### src/rtl/pwm_decoder_if.sv
// rtl/pwm_decoder_if.sv - PWM decoder signal bundle: PWM input and decoded duty results
interface pwm_decoder_if;
    logic       pwm_in;
    logic [3:0] duty;
    logic       duty_valid;
    logic       period_err;
    logic       locked;

    modport master (
        output pwm_in,
        input  duty,
        input  duty_valid,
        input  period_err,
        input  locked
    );

    modport slave (
        input  pwm_in,
        output duty,
        output duty_valid,
        output period_err,
        output locked
    );
endinterface

### src/rtl/pwm_decoder.sv
// rtl/pwm_decoder.sv - PWM duty decoder: synchronizes pwm_in, measures period/high time, reports duty in 10 % steps
module pwm_decoder #(
    parameter int PERIOD_CYCLES = 10,
    parameter int PERIOD_TOL    = 1,
    parameter int TIMEOUT       = 30,
    parameter int SYNC_STAGES   = 2
) (
    input  logic         clk,
    input  logic         reset,
    pwm_decoder_if.slave bus
);
    localparam int CW = $clog2(TIMEOUT + 1);
    localparam logic [CW-1:0] P_MIN   = CW'(PERIOD_CYCLES - PERIOD_TOL);
    localparam logic [CW-1:0] P_MAX   = CW'(PERIOD_CYCLES + PERIOD_TOL);
    localparam logic [CW-1:0] T_LIMIT = CW'(TIMEOUT);

    typedef enum logic [1:0] {IDLE, HIGH, LOW, STUCK} state_t;

    state_t                 state, state_next;
    logic [SYNC_STAGES-1:0] sync;
    logic                   s, s_d, rise, fall;
    logic [CW-1:0]          cnt, h_cnt, h_next;
    logic                   timeout, in_tol, go_stuck;
    int                     duty_int;
    logic [3:0]             duty_calc;

    logic [3:0] duty_r, duty_next;
    logic       dv_r, dv_next;
    logic       pe_r, pe_next;
    logic       lock_r, lock_next;

    assign s = sync[SYNC_STAGES-1];

    // Edge strobes are registered so downstream logic sees clean one-cycle pulses.
    always_ff @(posedge clk or negedge reset) begin
        if (!reset) begin
            sync <= '0;
            s_d  <= 1'b0;
            rise <= 1'b0;
            fall <= 1'b0;
        end else begin
            sync <= {sync[SYNC_STAGES-2:0], bus.pwm_in};
            s_d  <= s;
            rise <= s & ~s_d;
            fall <= ~s & s_d;
        end
    end

    // cnt holds the number of cycles since the last rise strobe, saturating at TIMEOUT.
    always_ff @(posedge clk or negedge reset) begin
        if (!reset) begin
            cnt <= '0;
        end else if (rise) begin
            cnt <= CW'(1);
        end else if (!timeout) begin
            cnt <= cnt + 1'b1;
        end
    end

    assign timeout  = (cnt == T_LIMIT);
    assign in_tol   = (cnt >= P_MIN) && (cnt <= P_MAX);
    assign duty_int = (32'(h_cnt) * 10 + PERIOD_CYCLES / 2) / PERIOD_CYCLES;
    assign duty_calc = (duty_int > 10) ? 4'd10 : duty_int[3:0];

    always_ff @(posedge clk or negedge reset) begin
        if (!reset) begin
            state <= IDLE;
        end else begin
            state <= state_next;
        end
    end

    always_comb begin
        state_next = state;
        h_next     = h_cnt;
        duty_next  = duty_r;
        dv_next    = 1'b0;
        pe_next    = 1'b0;
        lock_next  = lock_r;
        go_stuck   = 1'b0;
        case (state)
            IDLE: begin
                if (rise) begin
                    state_next = HIGH;
                end else if (timeout) begin
                    go_stuck = 1'b1;
                end
            end
            HIGH: begin
                if (fall) begin
                    h_next     = cnt;
                    state_next = LOW;
                end else if (timeout) begin
                    go_stuck = 1'b1;
                end
            end
            LOW: begin
                if (rise) begin
                    state_next = HIGH;
                    if (in_tol) begin
                        duty_next = duty_calc;
                        dv_next   = 1'b1;
                        lock_next = 1'b1;
                    end else begin
                        pe_next   = 1'b1;
                        lock_next = 1'b0;
                    end
                end else if (timeout) begin
                    go_stuck = 1'b1;
                end
            end
            STUCK: begin
                if (rise) begin
                    state_next = HIGH;
                end
            end
            default: state_next = IDLE;
        endcase
        // A stuck line reports the level it is stuck at, once, on entry.
        if (go_stuck) begin
            state_next = STUCK;
            duty_next  = s ? 4'd10 : 4'd0;
            dv_next    = 1'b1;
            lock_next  = 1'b0;
        end
    end

    always_ff @(posedge clk or negedge reset) begin
        if (!reset) begin
            h_cnt  <= '0;
            duty_r <= 4'd0;
            dv_r   <= 1'b0;
            pe_r   <= 1'b0;
            lock_r <= 1'b0;
        end else begin
            h_cnt  <= h_next;
            duty_r <= duty_next;
            dv_r   <= dv_next;
            pe_r   <= pe_next;
            lock_r <= lock_next;
        end
    end

    assign bus.duty       = duty_r;
    assign bus.duty_valid = dv_r;
    assign bus.period_err = pe_r;
    assign bus.locked     = lock_r;
endmodule

### src/flat_wrapper.sv
// flat-port wrapper written by rule: the top's interface ports become plain ports
module pwm_decoder_flat 
#(
    parameter int PERIOD_CYCLES = 10,
    parameter int PERIOD_TOL    = 1,
    parameter int TIMEOUT       = 30,
    parameter int SYNC_STAGES   = 2
)
  (clk, reset, bus_pwm_in, bus_duty, bus_duty_valid, bus_period_err, bus_locked);
  pwm_decoder_if bus_i ();
  input  logic clk;
  input  logic reset;
  input wire logic [$bits(bus_i.pwm_in)-1:0] bus_pwm_in;
  output wire logic [$bits(bus_i.duty)-1:0] bus_duty;
  output wire logic [$bits(bus_i.duty_valid)-1:0] bus_duty_valid;
  output wire logic [$bits(bus_i.period_err)-1:0] bus_period_err;
  output wire logic [$bits(bus_i.locked)-1:0] bus_locked;
  assign bus_i.pwm_in = bus_pwm_in;
  assign bus_duty = bus_i.duty;
  assign bus_duty_valid = bus_i.duty_valid;
  assign bus_period_err = bus_i.period_err;
  assign bus_locked = bus_i.locked;
  pwm_decoder #(.PERIOD_CYCLES(PERIOD_CYCLES), .PERIOD_TOL(PERIOD_TOL), .TIMEOUT(TIMEOUT), .SYNC_STAGES(SYNC_STAGES)) u_core (.clk(clk), .reset(reset), .bus(bus_i));
endmodule
### config.mk
export PLATFORM = sky130hd
export DESIGN_NAME = pwm_decoder_flat
export DESIGN_NICKNAME = d
export VERILOG_FILES = /design/src/rtl/pwm_decoder_if.sv /design/src/rtl/pwm_decoder.sv /design/src/flat_wrapper.sv
export SDC_FILE = /design/constraint.sdc
export NUM_CORES = 1
export LEC_CHECK = 0
export ABC_AREA = 1
export CORE_MARGIN = 1.5
export CORE_UTILIZATION = 65
export CTS_BUF_LIST = sky130_fd_sc_hd__clkbuf_8
export DETAILED_ROUTE_END_ITERATION = 6
export PLACE_DENSITY = 0.85
export SETUP_SLACK_MARGIN = 0.02
export SYNTH_ARGS = -nofsm -noshare
export SYNTH_HDL_FRONTEND = slang
export SYNTH_SLANG_ARGS = --single-unit
### constraint.sdc
create_clock -name clk -period 5.9 [get_ports clk]
set_clock_uncertainty 0.15 [all_clocks]
set_input_delay 1.18 -clock clk [delete_from_list [all_inputs] [get_ports clk]]
set_output_delay 1.18 -clock clk [all_outputs]
set_load 0.03 [all_outputs]
==> out/metrics.cfg, run 1 <==
[yosys]
yosysUniqueCellTypes = 24
ys_seq_area_share_pct = 34.6
synth.area.top_cells = dfrtp_1 35%, ha_1 13%, nand2_1 13%
syn-mean-instance-area_um2 = 7.43
yosysTopAreaCellShare_pct = 34.6
syn_nets = 256
yosys_warnings = 0
ys_seq_elements = 24
syn_inst = 234
netlist_area_um2 = 1740
yosys.area.top_type = dfrtp_1

[layout]
finalNetCount = 270
area_growth_pct = 9.72
final_common_cell = nand2_1
mostFrequentLayoutCells = 58 x nand2_1, 40 x inv_1, 24 x dfrtp_1
diodes = 0
drive_gt1_share_pct = 7.32
postLayoutCoreUtil_pct = 76.3

[routing]
drt-pass1-iter-count = 4
drcViolationCount = 0
viasPerCell = 5.26
via_count = 1452
avgRoutedWirePerCell_um = 10.9
routed_wl_mm = 3.00
first_iter_violations = 28
ant_nets = 0

[pwr]
power_frac_seq_pct = 26.5
clkPwrFrac_pct = 9.2
intPower_w = 0.000507
combPwrFrac_pct = 64.3
leakagePower_nw = 1.06
power.switching_w = 0.000510
p_sw_share_pct = 50.2
ir_drop_mv = 0.420
powerDensity_nw_per_um2 = 534

[clock_tree]
cts.sinks = 24
cts_setup_buffers = 0
cts_root_buf = clkbuf_8
cts_buffers = 3
cts_hold_buf = 0
cts_buffer_depth = 2
cts_resized = 0
clk_pin_slew_ns = 0.08
insertion_delay_ns = 0.26
cts_max_level = 1
cts_tree = yes

[grt]
track_usage_pct = 22.1
grt_overflow = 0
grt_pass1_wl_mm = 4.82
grt_max_degree = 25
grt_antenna_before_repair = 0
grt_pass1_vias = 1221

[timing]
final.setup.tns_ns = 0
setup_viol = 0
maxSlewViolCount = 0
rsz0062_at_grt = no
timing.slew.headroom_pct = 31.2
worstMarginPinSlew_ns = 1.03
hold_viol_final = 0
period_share_pct = 60.6
fmax_mhz = 280
setup_slack_ns = 2.32
min_period_ns = 3.58

[setup_path]
crit_buf_inv = 1
critPathMaxStageDelay_ns = 0.52
critPathCaptureType = flop
cpMaxStageDelayCell = dfrtp_1
cp_data_required_time_ns = 5.91
cp_common_cell = nand2_1
crit_family = simple AND/OR/NAND/NOR gates
path_class = flop to flop
cp_cell_sequence = ha_1 > ha_1 > fa_1 > nand2_1 > inv_2 > nor2_4 > xor2_2 > nand3_2 > nand2_2 > nand2_2 > nand2_1 > nand2_1 > nand2_2 > nand2_2 > nand3_2 > nand3_2 > nand2_1 > nand3_1 > nand2_1 > nand3_1 > nand2_1 > nand3_1 > nand2_1 > nand2_1
start_kind = flop
cp_max_fo = 12
crit_arrival_ns = 3.58

[die]
die_w_um = 54.7
start_util_pct = 69.5
die_h_um = 54.7
rows = 18
dieArea_um2 = 2990
coreArea_um2 = 2500
ios = 10

[outcome]
status = finished, final reports clean

[place]
dpl.hpwl_mm = 2.37
port_buffers = 9
gp_congestion = 0.881
place_ws_ns = 2.34

[worst_hold_path]
hp-class = flop to flop

[job]
cap_violations = 0

metal layers:
layer	vias to the layer above	part of all wire, %	routed length [um]	track usage (%)
met1	652	50	1510	29.6
met5	-	0	0	0
met2	13	47	1400	36.7
met3	5	1.4	43	2.46
li1	782	-	-	-
met4	0	1.4	41	7.92
power groups by stage:
stage	clock network [W]	registers, W	logic [W]
2_1_floorplan	0	0.000284	0.000511
3_3_place_gp	0	0.000271	0.000644
3_5_place_dp	0	0.000273	0.000655
4_1_cts	0.0000939	0.000270	0.000659
5_1_grt	0.0000983	0.000279	0.000770
6_report	0.0000932	0.000270	0.000655
state kept, by name, indices dropped and copies added, names as in the netlist:
signal	cells
u_core.bus.locked	1
u_core.sync	2
u_core.bus.duty_valid	1
u_core.fall	1
u_core.cnt	5
u_core.rise	1
u_core.bus.duty	4
u_core.h_cnt	5
u_core.state	2
u_core.s_d	1
u_core.bus.period_err	1
worst paths after layout:
path	from	slack, ns	cells after the start	endpoint
worst max-delay path	u_core.h_cnt[1]	2.32	24	u_core.bus.duty[1]
worst min-delay path	u_core.sync[0]	0.20	0	u_core.sync[1]
worst max register to register	u_core.h_cnt[1]	2.32	24	u_core.bus.duty[1]
worst min register to register	u_core.sync[0]	0.20	0	u_core.sync[1]
max in group asynchronous	reset	3.65	1	u_core.bus.period_err
min in group asynchronous	reset	1.32	1	u_core.cnt[4]
layout make-up:
class                      instances  area, um^2
fill                             192         593
tap                               30        37.5
sequential                        24         601
timing repair buffer               9        90.1
multi-input combinational        169         983
inverter                          41         154
clock buffer                       3        41.3
synth_stat cells:
cell	number
a31oi_1	2
xor2_2	1
nor3_1	4
dfrtp_1	24
o22ai_1	1
a21oi_1	5
nor2_4	1
o31ai_1	1
nand3_2	3
nand2_2	5
a211oi_1	2
ha_1	18
nand4_1	9
fa_1	1
o41ai_1	1
nand3b_2	1
nand2_1	58
o21ai_0	14
mux2_2	2
inv_1	40
inv_2	1
nor2_2	1
nand3_1	19
nor2_1	20
through the flow:
stage	instance area (um^2)	hold slack (ns)	power [W]	cells
final	1910	0.203	0.00102	276
after global placement	1870	0.187	0.000914	273
after detailed placement	1870	0.190	0.000928	273
after floorplan	1740	0.181	0.000795	234
after CTS	1910	0.208	0.00102	276
after global routing	1910	0.216	0.00115	276
cells by family after synthesis:
family / Yosys count / synth area share (%)
mux: 2 / 1.30
compound gates: 26 / 8.35
xor+xnor: 1 / 0.936
simple gates: 121 / 31.9
flops: 24 / 34.6
buf+inv: 41 / 8.85
fa+ha+maj: 19 / 14.1
Note: power is estimated with default switching activity, not from simulation.
==> run 2, diff against run 1 <==
CORE_UTILIZATION = 62   (was 65)
PLACE_DENSITY = 0.81   (was 0.85)
clock period = 3.7 ns   (was 5.9 ns; I/O delays follow)
==> out/metrics.cfg, run 2 (synthesis results as in run 1) <==
[setup_path]
critPathMaxStageDelay_ns = 0.41
worstRegToRegCells = 26
path_class = flop to flop
cp.depth = 26
crit_buf_inv = 2
crit_arrival_ns = 3.43
cp_max_fo = 6
start_kind = flop
cp_data_required_time_ns = 3.71
critPathCaptureType = flop
cp_common_cell = nand2_1
cpMaxStageDelayCell = dfrtp_1
crit_family = simple AND/OR/NAND/NOR gates

[clock_tree]
cts_tree = yes
insertion_delay_ns = 0.27
cts_setup_buffers = 0
cts.sinks = 24
cts_max_level = 1
cts_root_buf = clkbuf_8
cts_hold_buf = 0
cts_resized = 0
clk_pin_slew_ns = 0.08
cts_buffer_depth = 2
cts_buffers = 3

[die]
rows = 19
ios = 10
dieArea_um2 = 3130
die_w_um = 55.9
die_h_um = 55.9
start_util_pct = 64.1
coreArea_um2 = 2710

[worst_hold_path]
min_path_cells = 0
hp-class = flop to flop

[job]
cap_violations = 0

[timing]
final.setup.tns_ns = 0
min_period_ns = 3.42
worstMarginPinSlew_ns = 1.06
rsz0062_at_grt = no
hold_viol_final = 0
fmax_mhz = 292
timing.hold.ws_ns = 0.205
setup_slack_ns = 0.278
setup_viol = 0
timing.slew.headroom_pct = 29.1
period_share_pct = 92.5
maxSlewViolCount = 0

[layout]
mostFrequentLayoutCells = 58 x nand2_1, 40 x inv_1, 24 x dfrtp_1
drive_gt1_share_pct = 8.06
diodes = 0
area_growth_pct = 11.0
finalNetCount = 271
nFillCells = 231
final_common_cell = nand2_1

[place]
place_ws_ns = 0.289
dpl.hpwl_mm = 2.45
gp_congestion = 0.889
port_buffers = 9

[routing]
first_iter_violations = 77
avgRoutedWirePerCell_um = 11.3
drt-pass1-iter-count = 4
routed_wl_mm = 3.14
via_count = 1488
ant_nets = 0
viasPerCell = 5.33
drcViolationCount = 0

[pwr]
powerDensity_nw_per_um2 = 865
total_power_w = 0.00167
leakagePower_nw = 1.07
ir_drop_mv = 0.813

[outcome]
status = finished, final reports clean

[grt]
track_usage_pct = 22.2
grt_max_degree = 25
grt_overflow = 0
grt_pass1_wl_mm = 5.60
grt_antenna_before_repair = 0
grt_pass1_vias = 1353

run 2: path summary, 6_finish.rpt:
kind	startpoint	to	slack, ns
worst max-delay path	u_core.h_cnt[3]	u_core.bus.duty[1]	0.28
worst min-delay path	u_core.sync[0]	u_core.sync[1]	0.21
worst max register to register	u_core.h_cnt[3]	u_core.bus.duty[1]	0.28
worst min register to register	u_core.sync[0]	u_core.sync[1]	0.21
max in group asynchronous	reset	u_core.state[1]	1.87
min in group asynchronous	reset	u_core.bus.duty[2]	0.90
run 2: where the power goes:
group          internal (W)  switching [W]  total (W)  leakage [nW]
Clock             0.0000950      0.0000813   0.000176        0.0288
Combinational      0.000403       0.000675    0.00108         0.737
Sequential         0.000338      0.0000759   0.000414         0.308
run 2: layout make-up:
type | instances | area, um^2 | share of cell area [%]
tap | 31 | 38.8 | 2.01
clock buffer | 4 | 55.1 | 2.85
multi-input combinational | 169 | 983 | 51.0
inverter | 41 | 154 | 7.98
sequential | 24 | 601 | 31.1
timing repair buffer | 10 | 97.6 | 5.06
run 2: through the flow:
step                      instances  instance area (um^2)  utilization, %
after detailed placement        275                  1870            69.2
after floorplan                 234                  1740               -
final                           279                  1930            71.2
after global routing            279                  1930            71.2
after global placement          275                  1870            69.2
after CTS                       279                  1930            71.2
run 2: per-layer routing:
metal	GRT usage, %	share of wire, %
met5	0	0
met4	8.16	1.1
met3	2.33	1.7
met2	38.1	49
met1	29.2	48
run 2: worst reg2reg max path: stages (launching register included):
cell	delay, ns
dfrtp_1	0.41
ha_1	0.28
ha_1	0.22
fa_1	0.40
nand2_1	0.12
inv_2	0.06
nor2_4	0.11
xor2_2	0.24
nand3_2	0.11
nand2_2	0.09
nand2_2	0.07
nand2_1	0.06
nand2_1	0.06
nand2_2	0.09
nand2_2	0.10
nand2_1	0.12
nand2_1	0.06
nand2_1	0.06
inv_1	0.04
nand2_1	0.04
nand2_1	0.04
nand2_1	0.07
nand3_1	0.06
nand2_1	0.08
nand3_1	0.07
nand2_1	0.06
nand2_1	0.04
==> run 3, diff against run 2 <==
CORE_UTILIZATION = 45   (was 62)
PLACE_DENSITY = 0.62   (was 0.81)
==> out/metrics.cfg, run 3 (synthesis results as in run 1) <==
[grt]
grt_pass1_vias = 1427
track_usage_pct = 16.9
grt_antenna_before_repair = 0
grt_max_degree = 25
grt_overflow = 0
grt_pass1_wl_mm = 5.82

[setup_path]
crit_buf_inv = 2
critPathMaxStageDelay_ns = 0.56
cp_cell_sequence = ha_1 > ha_1 > fa_2 > nand2_2 > nor2_1 > nand3_1 > nand2_2 > nand2_2 > inv_1 > nand2_1 > nand2_2 > inv_1 > nand3_1 > nand3_2 > nand2_1 > nand3_1 > nand2_1 > nand3_1 > nand2_1 > nand3_1 > nand2_1 > nand2_1
cp_data_required_time_ns = 3.70
crit_arrival_ns = 3.36
critPathCaptureType = flop
cp_max_fo = 4
crit_family = simple AND/OR/NAND/NOR gates
cpMaxStageDelayCell = fa_2
cp_common_cell = nand2_1
worstRegToRegCells = 22
cp.depth = 22
start_kind = flop
path_class = flop to flop

[routing]
drcViolationCount = 0
drt-pass1-iter-count = 4
avgRoutedWirePerCell_um = 10.6
viasPerCell = 4.88
via_count = 1460
first_iter_violations = 56
ant_nets = 0
routed_wl_mm = 3.16

[worst_hold_path]
hp-class = flop to flop
min_path_cells = 0

[clock_tree]
insertion_delay_ns = 0.26
cts_tree = yes
cts_hold_buf = 0
cts_buffer_depth = 2
clk_pin_slew_ns = 0.08
cts.sinks = 24
cts_buffers = 3
cts_root_buf = clkbuf_8
cts_max_level = 1

[place]
port_buffers = 9
placedCellCount = 293
place_ws_ns = 0.318
postPlaceCellArea_um2 = 1900
dpl.hpwl_mm = 2.42
gp_congestion = 0.830

[layout]
diodes = 0
final_common_cell = nand2_1
fin_cells = 299
finalNetCount = 274
fin_area_um2 = 2000
mostFrequentLayoutCells = 56 x nand2_1, 40 x inv_1, 24 x dfrtp_1
drive_gt1_share_pct = 10.8
area_growth_pct = 14.8

[timing]
maxSlewViolCount = 0
timing.slew.headroom_pct = 62.5
rsz0062_at_grt = no
worstMarginPinSlew_ns = 0.558
period_share_pct = 90.7
setup_slack_ns = 0.344
fmax_mhz = 298
hold_viol_final = 0
setup_viol = 0
min_period_ns = 3.36
final.setup.tns_ns = 0

[outcome]
status = finished, final reports clean

[pwr]
powerDensity_nw_per_um2 = 858
ir_drop_mv = 0.322
leakagePower_nw = 1.09

[die]
ios = 10
rows = 22
coreArea_um2 = 3690
die_w_um = 65.1
dieArea_um2 = 4240
die_h_um = 65.1
start_util_pct = 47.1

[job]
cap_violations = 0

==> run 3: area by class of cell <==
class	count	area (um^2)
timing repair buffer	13	120
clock buffer	4	55.1
inverter	41	154
fill	360	1690
sequential	24	601
tap	48	60.1
multi-input combinational	169	1010
==> run 3: path summary, 6_finish.rpt <==
kind                                      start            endpoint  slack (ns)
worst min register to register   u_core.sync[0]      u_core.sync[1]        0.20
min in group asynchronous                 reset  u_core.bus.duty[2]        0.68
worst max-delay path            u_core.h_cnt[3]  u_core.bus.duty[1]        0.34
max in group asynchronous                 reset     u_core.h_cnt[0]        2.48
worst min-delay path             u_core.sync[0]      u_core.sync[1]        0.20
worst max register to register  u_core.h_cnt[3]  u_core.bus.duty[1]        0.34
==> run 3: what timing repair did <==
item / 4_1_cts / 5_1_grt
gates resized for setup: 0 / 5
endpoints found under the setup margin: 0 / 1
buffers inserted: 0 / 2
==> run 3: metal layers <==
| layer | share of wire (%) | vias to the layer above | wire [um] | global-route usage, % |
|---|---|---|---|---|
| met5 | 0 | - | 0 | 0 |
| met3 | 0.92 | 2 | 29 | 1.54 |
| met2 | 47 | 5 | 1490 | 30.7 |
| met1 | 51 | 664 | 1610 | 21.8 |
| li1 | - | 789 | - | - |
| met4 | 0.60 | 0 | 19 | 3.91 |
==> run 3: through the flow <==
stage	util [%]	total power [W]	hold slack, ns
CTS	53.1	0.00167	0.210
global route	54.1	0.00193	0.213
finish	54.1	0.00171	0.205
floorplan	-	0.00127	0.181
detailed placement	51.6	0.00149	0.190
global placement	51.6	0.00149	0.185
==> run 3: worst reg2reg max path, stage by stage, from the launching register on <==
cell and delay (ns):
dfrtp_1 0.41, ha_1 0.28, ha_1 0.23, fa_2 0.56
nand2_2 0.10, nor2_1 0.13, nand3_1 0.11, nand2_2 0.12
nand2_2 0.08, inv_1 0.07, nand2_1 0.06, nand2_2 0.10
inv_1 0.05, nand3_1 0.15, nand3_2 0.13, nand2_1 0.07
nand3_1 0.06, nand2_1 0.08, nand3_1 0.07, nand2_1 0.07
nand3_1 0.06, nand2_1 0.07, nand2_1 0.05
==> run 3: where the power goes <==
| part | internal (W) | switching [W] | leakage [nW] | total [W] |
|---|---|---|---|---|
| combinational | 0.000438 | 0.000685 | 0.753 | 0.00112 |
| clock | 0.0000947 | 0.0000786 | 0.0288 | 0.000173 |
| sequential | 0.000339 | 0.0000781 | 0.308 | 0.000417 |
| total | 0.000872 | 0.000841 | 1.09 | 0.00171 |
